[src/rtl/fwd_hazard_ctrl_if.sv]
// Bundle of pipeline-side signals seen by the forwarding/hazard controller.
// master: pipeline (drives stage info, consumes selects/stall)
// slave : fwd_hazard_ctrl
interface fwd_hazard_ctrl_if #(
  parameter int unsigned AW    = 5,
  parameter int unsigned NREG  = 32,
  parameter int unsigned CNT_W = 16
);
  // ID stage
  logic          id_valid;
  logic [AW-1:0] id_rs1;
  logic [AW-1:0] id_rs2;
  logic          id_rs1_used;
  logic          id_rs2_used;
  logic [AW-1:0] id_rd;
  logic          id_reg_wr;
  logic          id_is_mc;
  // ID/EX
  logic          ex_valid;
  logic          ex_is_load;
  logic          ex_reg_wr;
  logic [AW-1:0] ex_rd;
  logic [AW-1:0] ex_rs1;
  logic [AW-1:0] ex_rs2;
  // EX/MEM and MEM/WB
  logic          mem_reg_wr;
  logic [AW-1:0] mem_rd;
  logic          wb_reg_wr;
  logic [AW-1:0] wb_rd;
  // Multi-cycle unit
  logic          mc_issue;
  logic [AW-1:0] mc_issue_rd;
  logic          mc_done;
  logic [AW-1:0] mc_done_rd;
  logic          flush;
  // Controller outputs
  logic [1:0]       fwd_a;
  logic [1:0]       fwd_b;
  logic             stall;
  logic [1:0]       stall_cause;
  logic [NREG-1:0]  sb_pending;
  logic [2:0]       mc_outstanding;
  logic [CNT_W-1:0] stall_cnt;

  modport master (
    output id_valid, id_rs1, id_rs2, id_rs1_used, id_rs2_used, id_rd,
           id_reg_wr, id_is_mc,
           ex_valid, ex_is_load, ex_reg_wr, ex_rd, ex_rs1, ex_rs2,
           mem_reg_wr, mem_rd, wb_reg_wr, wb_rd,
           mc_issue, mc_issue_rd, mc_done, mc_done_rd, flush,
    input  fwd_a, fwd_b, stall, stall_cause, sb_pending, mc_outstanding,
           stall_cnt
  );

  modport slave (
    input  id_valid, id_rs1, id_rs2, id_rs1_used, id_rs2_used, id_rd,
           id_reg_wr, id_is_mc,
           ex_valid, ex_is_load, ex_reg_wr, ex_rd, ex_rs1, ex_rs2,
           mem_reg_wr, mem_rd, wb_reg_wr, wb_rd,
           mc_issue, mc_issue_rd, mc_done, mc_done_rd, flush,
    output fwd_a, fwd_b, stall, stall_cause, sb_pending, mc_outstanding,
           stall_cnt
  );
endinterface

[src/rtl/fwd_hazard_ctrl.sv]
// Forwarding select, load-use / scoreboard / MC-full stall generation,
// register scoreboard for multi-cycle ops and a saturating stall counter.
module fwd_hazard_ctrl #(
  parameter int unsigned NREG   = 32,
  parameter int unsigned AW     = 5,
  parameter int unsigned MC_MAX = 2,
  parameter int unsigned CNT_W  = 16
) (
  input  logic             clk,
  input  logic             rst,
  fwd_hazard_ctrl_if.slave bus
);

  typedef enum logic [1:0] {
    FWD_RF  = 2'b00,
    FWD_WB  = 2'b01,
    FWD_MEM = 2'b10
  } fwd_e;

  typedef enum logic [1:0] {
    CAUSE_NONE = 2'b00,
    CAUSE_LU   = 2'b01,
    CAUSE_SB   = 2'b10,
    CAUSE_MCF  = 2'b11
  } cause_e;

  localparam logic [2:0] MC_MAX_L = 3'(MC_MAX);

  logic [NREG-1:0]  sb_q, sb_d;
  logic [2:0]       mc_cnt_q, mc_cnt_d;
  logic [CNT_W-1:0] stall_cnt_q, stall_cnt_d;

  fwd_e   fwd_a, fwd_b;
  cause_e cause;
  logic   id_act, rs1_chk, rs2_chk;
  logic   lu_haz, sb_haz, mcf_haz, stall;
  logic   done_eff;

  // Operand forward selects: EX/MEM result beats the older MEM/WB result
  always_comb begin
    fwd_a = FWD_RF;
    fwd_b = FWD_RF;
    if (bus.mem_reg_wr && (bus.mem_rd != '0) && (bus.mem_rd == bus.ex_rs1))
      fwd_a = FWD_MEM;
    else if (bus.wb_reg_wr && (bus.wb_rd != '0) && (bus.wb_rd == bus.ex_rs1))
      fwd_a = FWD_WB;
    if (bus.mem_reg_wr && (bus.mem_rd != '0) && (bus.mem_rd == bus.ex_rs2))
      fwd_b = FWD_MEM;
    else if (bus.wb_reg_wr && (bus.wb_rd != '0) && (bus.wb_rd == bus.ex_rs2))
      fwd_b = FWD_WB;
  end

  // Hazard terms from the ID instruction; a flushed ID slot raises none
  always_comb begin
    id_act  = bus.id_valid && !bus.flush;
    rs1_chk = bus.id_rs1_used && (bus.id_rs1 != '0);
    rs2_chk = bus.id_rs2_used && (bus.id_rs2 != '0);

    lu_haz = id_act && bus.ex_valid && bus.ex_is_load && bus.ex_reg_wr &&
             (bus.ex_rd != '0) &&
             ((rs1_chk && (bus.ex_rd == bus.id_rs1)) ||
              (rs2_chk && (bus.ex_rd == bus.id_rs2)));

    sb_haz = id_act &&
             ((rs1_chk && sb_q[bus.id_rs1]) ||
              (rs2_chk && sb_q[bus.id_rs2]) ||
              (bus.id_reg_wr && (bus.id_rd != '0) && sb_q[bus.id_rd]));

    mcf_haz = id_act && bus.id_is_mc && (mc_cnt_q == MC_MAX_L);

    stall = lu_haz || sb_haz || mcf_haz;
  end

  // Stall cause, highest priority first
  always_comb begin
    cause = CAUSE_NONE;
    if (lu_haz)       cause = CAUSE_LU;
    else if (sb_haz)  cause = CAUSE_SB;
    else if (mcf_haz) cause = CAUSE_MCF;
  end

  // Next state for scoreboard, in-flight count and stall counter
  always_comb begin
    sb_d = sb_q;
    if (bus.mc_done) sb_d[bus.mc_done_rd] = 1'b0;
    // set applied after clear so a same-register issue wins
    if (bus.mc_issue && (bus.mc_issue_rd != '0)) sb_d[bus.mc_issue_rd] = 1'b1;
    sb_d[0] = 1'b0;

    // a completion with nothing in flight is ignored; an issue paired with
    // a real completion leaves the count unchanged
    done_eff = bus.mc_done && (mc_cnt_q != '0);
    mc_cnt_d = mc_cnt_q;
    if (bus.mc_issue && !done_eff) begin
      if (mc_cnt_q != MC_MAX_L) mc_cnt_d = mc_cnt_q + 3'd1;
    end else if (!bus.mc_issue && done_eff) begin
      mc_cnt_d = mc_cnt_q - 3'd1;
    end

    stall_cnt_d = stall_cnt_q;
    if (stall && (stall_cnt_q != '1)) stall_cnt_d = stall_cnt_q + 1'b1;
  end

  // State registers with synchronous reset
  always_ff @(posedge clk) begin
    if (rst) begin
      sb_q        <= '0;
      mc_cnt_q    <= '0;
      stall_cnt_q <= '0;
    end else begin
      sb_q        <= sb_d;
      mc_cnt_q    <= mc_cnt_d;
      stall_cnt_q <= stall_cnt_d;
    end
  end

  // Drive the interface outputs
  always_comb begin
    bus.fwd_a          = fwd_a;
    bus.fwd_b          = fwd_b;
    bus.stall          = stall;
    bus.stall_cause    = cause;
    bus.sb_pending     = sb_q;
    bus.mc_outstanding = mc_cnt_q;
    bus.stall_cnt      = stall_cnt_q;
  end

endmodule

[src/flat_wrapper.sv]
// flat-port wrapper written by rule: the top's interface ports become plain ports
module fwd_hazard_ctrl_flat 
#(
  parameter int unsigned NREG   = 32,
  parameter int unsigned AW     = 5,
  parameter int unsigned MC_MAX = 2,
  parameter int unsigned CNT_W  = 16
)
  (clk, rst, bus_id_valid, bus_id_rs1, bus_id_rs2, bus_id_rs1_used, bus_id_rs2_used, bus_id_rd, bus_id_reg_wr, bus_id_is_mc, bus_ex_valid, bus_ex_is_load, bus_ex_reg_wr, bus_ex_rd, bus_ex_rs1, bus_ex_rs2, bus_mem_reg_wr, bus_mem_rd, bus_wb_reg_wr, bus_wb_rd, bus_mc_issue, bus_mc_issue_rd, bus_mc_done, bus_mc_done_rd, bus_flush, bus_fwd_a, bus_fwd_b, bus_stall, bus_stall_cause, bus_sb_pending, bus_mc_outstanding, bus_stall_cnt);
  fwd_hazard_ctrl_if #(.AW(AW), .NREG(NREG), .CNT_W(CNT_W)) bus_i ();
  input  logic clk;
  input  logic rst;
  input wire logic [$bits(bus_i.id_valid)-1:0] bus_id_valid;
  input wire logic [$bits(bus_i.id_rs1)-1:0] bus_id_rs1;
  input wire logic [$bits(bus_i.id_rs2)-1:0] bus_id_rs2;
  input wire logic [$bits(bus_i.id_rs1_used)-1:0] bus_id_rs1_used;
  input wire logic [$bits(bus_i.id_rs2_used)-1:0] bus_id_rs2_used;
  input wire logic [$bits(bus_i.id_rd)-1:0] bus_id_rd;
  input wire logic [$bits(bus_i.id_reg_wr)-1:0] bus_id_reg_wr;
  input wire logic [$bits(bus_i.id_is_mc)-1:0] bus_id_is_mc;
  input wire logic [$bits(bus_i.ex_valid)-1:0] bus_ex_valid;
  input wire logic [$bits(bus_i.ex_is_load)-1:0] bus_ex_is_load;
  input wire logic [$bits(bus_i.ex_reg_wr)-1:0] bus_ex_reg_wr;
  input wire logic [$bits(bus_i.ex_rd)-1:0] bus_ex_rd;
  input wire logic [$bits(bus_i.ex_rs1)-1:0] bus_ex_rs1;
  input wire logic [$bits(bus_i.ex_rs2)-1:0] bus_ex_rs2;
  input wire logic [$bits(bus_i.mem_reg_wr)-1:0] bus_mem_reg_wr;
  input wire logic [$bits(bus_i.mem_rd)-1:0] bus_mem_rd;
  input wire logic [$bits(bus_i.wb_reg_wr)-1:0] bus_wb_reg_wr;
  input wire logic [$bits(bus_i.wb_rd)-1:0] bus_wb_rd;
  input wire logic [$bits(bus_i.mc_issue)-1:0] bus_mc_issue;
  input wire logic [$bits(bus_i.mc_issue_rd)-1:0] bus_mc_issue_rd;
  input wire logic [$bits(bus_i.mc_done)-1:0] bus_mc_done;
  input wire logic [$bits(bus_i.mc_done_rd)-1:0] bus_mc_done_rd;
  input wire logic [$bits(bus_i.flush)-1:0] bus_flush;
  output wire logic [$bits(bus_i.fwd_a)-1:0] bus_fwd_a;
  output wire logic [$bits(bus_i.fwd_b)-1:0] bus_fwd_b;
  output wire logic [$bits(bus_i.stall)-1:0] bus_stall;
  output wire logic [$bits(bus_i.stall_cause)-1:0] bus_stall_cause;
  output wire logic [$bits(bus_i.sb_pending)-1:0] bus_sb_pending;
  output wire logic [$bits(bus_i.mc_outstanding)-1:0] bus_mc_outstanding;
  output wire logic [$bits(bus_i.stall_cnt)-1:0] bus_stall_cnt;
  assign bus_i.id_valid = bus_id_valid;
  assign bus_i.id_rs1 = bus_id_rs1;
  assign bus_i.id_rs2 = bus_id_rs2;
  assign bus_i.id_rs1_used = bus_id_rs1_used;
  assign bus_i.id_rs2_used = bus_id_rs2_used;
  assign bus_i.id_rd = bus_id_rd;
  assign bus_i.id_reg_wr = bus_id_reg_wr;
  assign bus_i.id_is_mc = bus_id_is_mc;
  assign bus_i.ex_valid = bus_ex_valid;
  assign bus_i.ex_is_load = bus_ex_is_load;
  assign bus_i.ex_reg_wr = bus_ex_reg_wr;
  assign bus_i.ex_rd = bus_ex_rd;
  assign bus_i.ex_rs1 = bus_ex_rs1;
  assign bus_i.ex_rs2 = bus_ex_rs2;
  assign bus_i.mem_reg_wr = bus_mem_reg_wr;
  assign bus_i.mem_rd = bus_mem_rd;
  assign bus_i.wb_reg_wr = bus_wb_reg_wr;
  assign bus_i.wb_rd = bus_wb_rd;
  assign bus_i.mc_issue = bus_mc_issue;
  assign bus_i.mc_issue_rd = bus_mc_issue_rd;
  assign bus_i.mc_done = bus_mc_done;
  assign bus_i.mc_done_rd = bus_mc_done_rd;
  assign bus_i.flush = bus_flush;
  assign bus_fwd_a = bus_i.fwd_a;
  assign bus_fwd_b = bus_i.fwd_b;
  assign bus_stall = bus_i.stall;
  assign bus_stall_cause = bus_i.stall_cause;
  assign bus_sb_pending = bus_i.sb_pending;
  assign bus_mc_outstanding = bus_i.mc_outstanding;
  assign bus_stall_cnt = bus_i.stall_cnt;
  fwd_hazard_ctrl #(.NREG(NREG), .AW(AW), .MC_MAX(MC_MAX), .CNT_W(CNT_W)) u_core (.clk(clk), .rst(rst), .bus(bus_i));
endmodule
[config.mk]
export PLATFORM = sky130hd
export DESIGN_NAME = fwd_hazard_ctrl_flat
export DESIGN_NICKNAME = d
export VERILOG_FILES = /design/src/rtl/fwd_hazard_ctrl_if.sv /design/src/rtl/fwd_hazard_ctrl.sv /design/src/flat_wrapper.sv
export SDC_FILE = /design/constraint.sdc
export NUM_CORES = 1
export LEC_CHECK = 0
export BUFFER_PORTS_ARGS = -buffer_cell sky130_fd_sc_hd__buf_2
export CORE_MARGIN = 2
export CORE_UTILIZATION = 46
export CTS_CLUSTER_DIAMETER = 50
export DETAILED_ROUTE_END_ITERATION = 7
export GPL_ROUTABILITY_DRIVEN = 0
export GPL_TIMING_DRIVEN = 0
export PLACE_DENSITY = 0.84
export SETUP_SLACK_MARGIN = 0.02
export SYNTH_ARGS = -nofsm -noshare
export SYNTH_HDL_FRONTEND = slang
export SYNTH_SLANG_ARGS = --single-unit
[constraint.sdc]
create_clock -name clk -period 2.6 [get_ports clk]
set_input_delay 0.13 -clock clk [delete_from_list [all_inputs] [get_ports clk]]
set_output_delay 0.13 -clock clk [all_outputs]
set_load 0.02 [all_outputs]
* Word level (Yosys, flattened, before mapping)
Index checks and enable logic that the tools add are counted.
** Storage, ports and cells
- Bits in registers :: 51
- Input bits :: 65
- Output and inout port bits :: 58
- Word-level logic and storage cells :: 97
** Cells by class
- $add $sub $neg :: 3
- Order comparisons :: 7
- Equal/unequal tests :: 10
- Muxes and demuxes :: 22
- Bitwise logic cells :: 3
- Reductions and logical operators :: 48
** Operators with widths (count)
- $mux W32 :: 2
- $reduce_bool A5 Y1 :: 7
- $and A32 B32 Y32 :: 1
- $not A32 Y32 :: 1
- $or A32 B32 Y32 :: 1
- $eq A5 B5 Y1 :: 6
- $logic_and A1 B1 Y1 :: 30
- $lt A5 B6 Y1 const B :: 5
- $add A16 B1 Y16 const B :: 1
- $ne A16 B16 Y1 const B :: 1
- $bmux W1 S5 :: 3
- $demux W1 S5 :: 2
- $ge A5 B1 Y1 const B :: 2
- $mux W2 :: 5
- $mux W3 :: 3
- $mux W1 :: 7
- $logic_or A1 B1 Y1 :: 5
- $add A3 B1 Y3 const B :: 1
- $eq A3 B2 Y1 const B :: 1
- $logic_not A1 Y1 :: 3
- $ne A3 B2 Y1 const B :: 1
- $reduce_bool A3 Y1 :: 1
- $sub A3 B1 Y3 const B :: 1
- $ne A2 B2 Y1 const B :: 1
- other kinds (2) :: 2

* Depth between registers and ports, before layout
Gate-level depths: netlist of run 1.
- Depth in word-level cells :: 10
- Gate-level depth with buffers :: 10
- Mapped depth without buffers :: 9

* Least setup slack after synthesis of run 1
Ideal clock, no wire load.
- Kind :: flip-flop to flip-flop
- Start point :: register u_core.sb_q[22], in the netlist u_core.bus.sb_pending[22]
- End point :: register u_core.stall_cnt_q[11], in the netlist u_core.bus.stall_cnt[11]
- Library setup time :: 0.121 ns
- Arrival :: 2.399 ns
- Data required time :: 2.479 ns
- Setup slack :: 0.080 ns
- Cell stages (with the launch flop) :: 9
- Path buffers :: 0
- Clock period less this slack :: 2.520 ns
- Path through :: dfxtp_1 mux4_2 nor2b_1 a2111oi_2 nor4_2 a211oi_4 a21oi_4 nand3_1 mux2_2
** On the way
- Longest elaborated chain between the ends :: 9
- Elaborated cells between the ends (all ways) :: 15
- Classes of those cells :: 6 x mux; 9 x reduce/logical
** Ends and longest elaborated chain
- start, declared :: line fwd_hazard_ctrl.sv:29 : logic [NREG-1:0] sb_q, sb_d;
- start signal, assigned :: line fwd_hazard_ctrl.sv:107 : sb_q <= '0;
- start signal, assigned :: line fwd_hazard_ctrl.sv:111 : sb_q <= sb_d;
- $bmux W1 S5, on equally long branches :: line fwd_hazard_ctrl.sv:65, fwd_hazard_ctrl.sv:66
- $mux W1, on equally long branches :: line fwd_hazard_ctrl.sv:65, fwd_hazard_ctrl.sv:66
- $logic_and A1 B1 Y1, on equally long branches :: line fwd_hazard_ctrl.sv:65, fwd_hazard_ctrl.sv:66
- $logic_or A1 B1 Y1 :: line fwd_hazard_ctrl.sv:65 : ((rs1_chk && sb_q[bus.id_rs1]) ||
- $logic_or A1 B1 Y1 (*) :: line fwd_hazard_ctrl.sv:66 : (rs2_chk && sb_q[bus.id_rs2]) ||
- $logic_and A1 B1 Y1 (*) :: line fwd_hazard_ctrl.sv:64 : sb_haz = id_act &&
- $logic_or A1 B1 Y1 (*) (2 in a row) :: line fwd_hazard_ctrl.sv:71 : stall = lu_haz || sb_haz || mcf_haz;
- $logic_and A1 B1 Y1 (*) :: line fwd_hazard_ctrl.sv:101 : if (stall && (stall_cnt_q != '1)) stall_cnt_d = stall_cnt_q + 1'b1;
- end signal, assigned :: line fwd_hazard_ctrl.sv:113 : stall_cnt_q <= stall_cnt_d;
- end, declared :: line fwd_hazard_ctrl.sv:31 : logic [CNT_W-1:0] stall_cnt_q, stall_cnt_d;
Mark *: on every way between the ends. The rest lies on a longest branch, timed or not. The select of a mux whose other input is x is not followed.
A chain may end at the register's enable or synchronous reset.

* Worst setup path after layout of run 1
- Start point :: register u_core.sb_q[12], in the netlist u_core.bus.sb_pending[12]
- End point :: output port bus_stall
** On the way
- Longest elaborated chain between the ends :: 8
- Elaborated cells between the ends (all ways) :: 14
- Classes of those cells :: 6 x mux; 8 x reduce/logical
** Ends and longest elaborated chain
- $bmux W1 S5, on equally long branches :: line fwd_hazard_ctrl.sv:65, fwd_hazard_ctrl.sv:66
- $mux W1, on equally long branches :: line fwd_hazard_ctrl.sv:65, fwd_hazard_ctrl.sv:66
- $logic_and A1 B1 Y1, on equally long branches :: line fwd_hazard_ctrl.sv:65, fwd_hazard_ctrl.sv:66
- $logic_or A1 B1 Y1 :: line fwd_hazard_ctrl.sv:65
- $logic_or A1 B1 Y1 (*) :: line fwd_hazard_ctrl.sv:66
- $logic_and A1 B1 Y1 (*) :: line fwd_hazard_ctrl.sv:64
- $logic_or A1 B1 Y1 (*) (2 in a row) :: line fwd_hazard_ctrl.sv:71
- end, declared :: line flat_wrapper.sv:38 : output wire logic [$bits(bus_i.stall)-1:0] bus_stall;
Marks and branches as above.

==> flow_metrics.py, run 1 <==
metrics = {
    "run_status": {
        "outcome": "completed",
    },
    "cts": {
        "clk_pin_slew_ns": 0.10,
        "cts_made_buffers": 5,
        "hold_buffers": 0,
        "numClockSinks": 50,
        "cts_tree": "built",
        "h-tree-depth": 2,
        "clk_path_buf_depth": 2,
        "cts-root-buf": "clkbuf_8",
        "clkLatencyLatePin_ns": 0.30,
    },
    "placed_design": {
        "placed_area_um2": 4390,
        "hpwl_mm": 8.83,
        "port_buffers": 114,
    },
    "yosys": {
        "synth_top_family_by_area": "simple AND/OR/NAND/NOR gates",
        "synth-async-reset-ratio": 0,
        "synth-compound-area-share": 0.202,
        "postSynthCellCount": 436,
        "syn_nets": 503,
        "synth-xor-area-share": 0.0831,
        "syn_avg_cell_area_um2": 8.46,
        "synth_flop_cell": "dfxtp_1",
        "yosys.area_share.simple": 0.237,
        "ys_ff_latch": 50,
        "synth_edf_count": 0,
        "synth_fa_ha_area_frac": 0.00882,
        "seq_area_frac_synth": 0.271,
        "yosys_warnings": 0,
        "synth_cell_types": 56,
        "synth.area.mux_share": 0.158,
        "syn_area_um2": 3690,
    },
    "worst_setup_path": {
        "r2r-start": "u_core.bus.sb_pending[12]",
        "arrival_ns": 2.40,
        "crit_type": "reg -> out",
        "max_stage_delay_ns": 0.46,
        "reg2reg_to": "u_core.bus.stall_cnt[11]",
        "crit_path_start_kind": "flop",
        "reg2reg_depth": 9,
        "path_max_fanout": 5,
        "cp-endpoint": "bus_stall",
        "cpMaxStageDelayCell": "mux4_2",
        "ff2ff_setup_slack_ns": 0.10,
        "cp.depth": 8,
        "cp_num_buf_inv": 2,
        "critical_path.cell_chain": "mux4_2 -> mux2_2 -> nor3b_4 -> nor4_2 -> a211oi_4 -> buf_6 -> o21ai_1 -> buf_4",
        "crit_family": "multiplexers",
        "endpoint_kind": "primary output",
        "crit_start": "u_core.bus.sb_pending[12]",
        "critPathRequiredTime_ns": 2.47,
    },
    "sta": {
        "hold_viol": 0,
        "fmax_ghz": 0.396,
        "slew_headroom": 0.362,
        "finalSetupViolations": 0,
        "fin_crit_sh": 0.972,
        "tightestPinTransition_ns": 0.955,
        "final_max_slew_viol_count": 0,
        "rsz0062_at_grt": "yes",
        "min_period_ns": 2.53,
        "clock_skew_ns": 0.0139,
        "tns_ns": 0,
    },
    "finish": {
        "fillers": 676,
        "final_common_cell": "buf_2",
        "regArea_um2": 1040,
        "final_cell_mix": "buf_2, nand2_1, a21oi_1, o21ai_0, dfxtp_1",
        "drive_gt1_frac": 0.350,
        "area_growth_pct": 27.4,
        "design_area_um2": 4700,
        "multi_input_area_um2": 2610,
        "finish.net_count": 631,
        "antenna_cells": 0,
    },
    "floorplan": {
        "coreArea_um2": 7730,
        "die_area_um2": 8750,
        "fp-row-count": 32,
        "die_h_um": 93.5,
        "io_pins": 123,
        "start_util": 0.477,
        "fp.dieW_um": 93.5,
    },
    "global_route": {
        "grt_pass1_vias": 3777,
        "grt_pass1_wl_mm": 18.1,
        "grt_max_degree": 17,
        "antenna_found_initial": 0,
        "globalRouteTotalUtil": 0.256,
        "overflow": 0,
    },
    "drt": {
        "vias_per_cell": 6.01,
        "ant_nets": 0,
        "vias": 4007,
        "wl_met3_um": 919,
        "highest_layer": "met4",
        "firstDrtPassIters": 5,
        "wl_met1_mm": 4.83,
        "drc": 0,
        "routedWlPerCell_um": 17.6,
        "routed_wl_mm": 11.7,
        "met2WireLength_mm": 5.71,
        "first_iter_violations": 289,
    },
    "run": {
        "maxCapViolations": 0,
    },
    "pwr": {
        "p_leak_nw": 1.85,
        "powerDensity_nw_per_um2": 435,
        "ir_drop_uv": 323,
    },
    "hold_path": {
        "hold_path.class": "in -> reg",
        "hp-start": "bus_mc_done",
    },
}
-- cell usage after synthesis (4+ instances only) --
master | n | share of area
nor4_1 | 6 | 0.010
buf_1 | 5 | 0.0051
xnor2_1 | 16 | 0.038
nand3_1 | 21 | 0.029
o21ai_0 | 36 | 0.049
clkbuf_1 | 7 | 0.0071
or4_1 | 7 | 0.014
mux4_2 | 19 | 0.12
a21oi_1 | 46 | 0.062
nand2b_1 | 6 | 0.010
nor3b_1 | 8 | 0.016
xor2_1 | 19 | 0.045
dfxtp_1 | 50 | 0.27
nand3b_1 | 8 | 0.016
and3_1 | 4 | 0.0068
a211oi_1 | 7 | 0.014
a21o_1 | 9 | 0.018
nand2_1 | 48 | 0.049
nor2_1 | 25 | 0.025
inv_1 | 9 | 0.0092
mux2i_1 | 12 | 0.033
nor3_1 | 10 | 0.014
-- cell type report --
type                    count  share of cell area
multi-input cells         357               0.556
flip-flops and latches     50               0.222
repair buffers            121               0.134
well taps                 102              0.0272
plain buffers              20              0.0240
clock buffers               5              0.0146
clock inverters             3              0.0146
inverters                   9             0.00719
-- worst min-delay path by stage --
stage	endpoint	slack (ns)	cells past startpoint
2_1_floorplan	u_core.bus.sb_pending[1]	0.33	3
3_3_place_gp	u_core.bus.mc_outstanding[2]	0.51	4
3_5_place_dp	u_core.bus.sb_pending[29]	0.53	2
4_1_cts	u_core.bus.mc_outstanding[2]	0.24	4
5_1_grt	u_core.bus.mc_outstanding[2]	0.25	4
6_report	u_core.bus.mc_outstanding[2]	0.23	4
-- stage by stage --
stage / total power [mW] / util / cells / hold WS [ns] / setup slack (ns)
after floorplan: 1.20 / - / 436 / 0.327 / 0.0799
after global placement: 1.36 / 0.568 / 652 / 0.508 / -0.141
after detailed placement: 1.39 / 0.568 / 652 / 0.533 / -0.175
after CTS: 2.04 / 0.592 / 662 / 0.235 / -0.000467
after global routing: 2.15 / 0.608 / 667 / 0.248 / -0.0177
final: 2.05 / 0.608 / 667 / 0.230 / 0.0733
-- repair_timing --
action / 4_1_cts / 5_1_grt
buffers inserted: 2 / 4
endpoints found under the setup margin: 16 / 17
gates cloned: 0 / 1
pin swaps: 1 / 6
resized for setup: 11 / 31
-- tightest hold or removal path: stages --
cell and delay (ns):
buf_2 0.12, nand2_1 0.05, o21ai_0 0.09, a211oi_1 0.08
-- per-layer routing --
layer,GRT usage,vias to the layer above
met5,0,-
met1,0.351,1902
met3,0.0266,26
met2,0.426,201
li1,-,1878
met4,0.0761,0
-- power breakdown --
group / switching, mW / internal [mW] / leakage [nW]
registers: 0.0546 / 0.786 / 0.415
logic: 0.318 / 0.239 / 1.37
clock network: 0.262 / 0.386 / 0.0683
-- state kept, by name, indices dropped and copies added, names as in the netlist --
register                   cells
u_core.bus.sb_pending         31
u_core.bus.stall_cnt          16
u_core.bus.mc_outstanding      3
-- cells by family (layout without fill, tap and decap cells) --
logic type	after synthesis	in the layout
compound gates	120	120
xor+xnor	35	35
fa+ha+maj	2	2
buf+inv	29	158
flops	50	50
mux	34	34
other cells	1	1
simple gates	165	165
Note: power is estimated with default switching activity, not from simulation.
==> run 2: changes to the inputs <==
--- a/config.mk
+++ b/config.mk
@@ -12,7 +12,7 @@
 export DETAILED_ROUTE_END_ITERATION = 7
 export GPL_ROUTABILITY_DRIVEN = 0
 export GPL_TIMING_DRIVEN = 0
-export PLACE_DENSITY = 0.84
+export PLACE_DENSITY = 0.86
 export SETUP_SLACK_MARGIN = 0.02
 export SYNTH_ARGS = -nofsm -noshare
 export SYNTH_HDL_FRONTEND = slang
==> constraint.sdc (replaced) <==
create_clock -name clk -period 2.3 [get_ports clk]
set_input_delay 0.115 -clock clk [delete_from_list [all_inputs] [get_ports clk]]
set_output_delay 0.115 -clock clk [all_outputs]
set_load 0.02 [all_outputs]
==> flow_metrics.py, run 2 (synthesis results as in run 1) <==
metrics = {
    "run_status": {
        "outcome": "finished with violations",
        "violations": "setup timing",
    },
    "cts": {
        "clkLatencyLatePin_ns": 0.30,
        "cts_made_buffers": 5,
        "clk_path_buf_depth": 2,
        "numClockSinks": 50,
        "h-tree-depth": 2,
        "cts_tree": "built",
        "clk_pin_slew_ns": 0.10,
        "cts-root-buf": "clkbuf_8",
    },
    "floorplan": {
        "fp.dieW_um": 93.5,
        "fp-row-count": 32,
        "coreArea_um2": 7730,
        "io_pins": 123,
        "die_h_um": 93.5,
        "start_util": 0.477,
        "die_area_um2": 8750,
    },
    "global_route": {
        "grt_max_degree": 16,
        "grt_pass1_wl_mm": 18.3,
        "globalRouteTotalUtil": 0.262,
        "grt_pass1_vias": 3882,
        "overflow": 0,
        "antenna_found_initial": 0,
    },
    "finish": {
        "final_cell_mix": "buf_2, nand2_1, a21oi_1, o21ai_0, dfxtp_1",
        "finish.net_count": 635,
        "fillers": 640,
        "largest_reg_flops": 31,
        "regArea_um2": 1060,
        "antenna_cells": 0,
        "final_common_cell": "buf_2",
        "final_cells": 671,
        "multi_input_area_um2": 2720,
        "area_growth_pct": 31.7,
        "drive_gt1_frac": 0.399,
    },
    "sta": {
        "fin_crit_sh": 1.08,
        "rsz0062_at_grt": "yes",
        "setup_ws_ns": -0.174,
        "final_max_slew_viol_count": 0,
        "min_period_ns": 2.47,
        "finalSetupViolations": 18,
        "hold_viol": 0,
        "fmax_ghz": 0.404,
        "slew_headroom": 0.305,
        "tightestPinTransition_ns": 1.04,
        "tns_ns": -1.90,
        "clock_skew_ns": 0.0139,
    },
    "drt": {
        "wl_met1_mm": 4.54,
        "highest_layer": "met4",
        "firstDrtPassIters": 5,
        "vias_per_cell": 6.07,
        "ant_nets": 0,
        "wl_met3_mm": 1.02,
        "routed_wl_mm": 11.7,
        "routedWlPerCell_um": 17.4,
        "met2WireLength_mm": 5.89,
        "first_iter_violations": 361,
        "drc": 0,
        "vias": 4071,
    },
    "hold_path": {
        "hold_path_end": "u_core.bus.sb_pending[3]",
        "hold_path.class": "in -> reg",
        "hp-start": "bus_mc_issue_rd[2]",
        "hold_depth": 4,
    },
    "pwr": {
        "design_power_total_mw": 2.23,
        "p_leak_nw": 1.88,
        "ir_drop_uv": 339,
        "powerDensity_nw_per_um2": 459,
    },
    "placed_design": {
        "port_buffers": 114,
        "placed_cells": 652,
        "hpwl_mm": 8.90,
    },
    "worst_setup_path": {
        "reg2reg_to": "u_core.bus.stall_cnt[3]",
        "arrival_ns": 2.36,
        "ff2ff_setup_slack_ns": -0.12,
        "r2r-start": "u_core.bus.sb_pending[31]",
        "crit_type": "reg -> out",
        "path_max_fanout": 6,
        "reg2reg_depth": 10,
        "critPathRequiredTime_ns": 2.18,
        "crit_path_start_kind": "flop",
        "endpoint_kind": "primary output",
        "crit_start": "u_core.bus.sb_pending[13]",
    },
    "run": {
        "maxCapViolations": 0,
    },
}
==> run 2: timing repair <==
item | in CTS | in global routing
resized for setup | 12 | 27
hold buffers | 0 | 0
cloned | 1 | 0
endpoints found under the setup margin | 19 | 21
setup buffers | 6 | 6
pin swaps | 3 | 6
==> run 2: worst max-delay path: stages (launching register included) <==
cell,delay (ns)
dfxtp_4,0.37
mux4_2,0.48
mux2_4,0.29
nor3b_4,0.19
nor4_2,0.08
a211oi_4,0.26
buf_12,0.16
o21ai_2,0.08
buf_6,0.17
==> run 2: layer usage <==
metal  up-vias  GRT usage
met5         -          0
met4         0     0.0833
met1      1942      0.317
li1       1890          -
met3        26     0.0588
met2       213      0.460
==> run 2: worst max-delay path by stage <==
stage	to	slack [ns]	depth (start not counted)
after floorplan	u_core.bus.stall_cnt[11]	-0.13	8
after global placement	u_core.bus.stall_cnt[1]	-0.41	11
after detailed placement	u_core.bus.stall_cnt[1]	-0.45	11
after CTS	bus_stall_cause[0]	-0.20	8
after global routing	bus_stall_cause[1]	-0.30	8
final	bus_stall	-0.17	8
==> run 2: report_power, final <==
group	internal [mW]	switching, mW
Combinational	0.296	0.376
Clock	0.321	0.286
Sequential	0.885	0.0649
Total	1.50	0.727
==> run 2: area by class of cell <==
| type | instances | share of cell area |
|---|---|---|
| well taps | 102 | 0.0263 |
| clock inverters | 3 | 0.00825 |
| repair buffers | 125 | 0.142 |
| multi-input cells | 357 | 0.560 |
| clock buffers | 5 | 0.0142 |
| flip-flops and latches | 50 | 0.219 |
| inverters | 9 | 0.00696 |
| plain buffers | 20 | 0.0229 |
==> run 2: per-stage QoR <==
| step | cell area [um^2] | util | hold slack, ns | setup WS (ns) |
|---|---|---|---|---|
| 2_1_floorplan | 3790 | - | 0.302 | -0.127 |
| 3_3_place_gp | 4490 | 0.581 | 0.490 | -0.413 |
| 3_5_place_dp | 4490 | 0.581 | 0.506 | -0.448 |
| 4_1_cts | 4710 | 0.609 | 0.197 | -0.200 |
| 5_1_grt | 4860 | 0.628 | 0.246 | -0.301 |
| 6_report | 4860 | 0.628 | 0.227 | -0.174 |
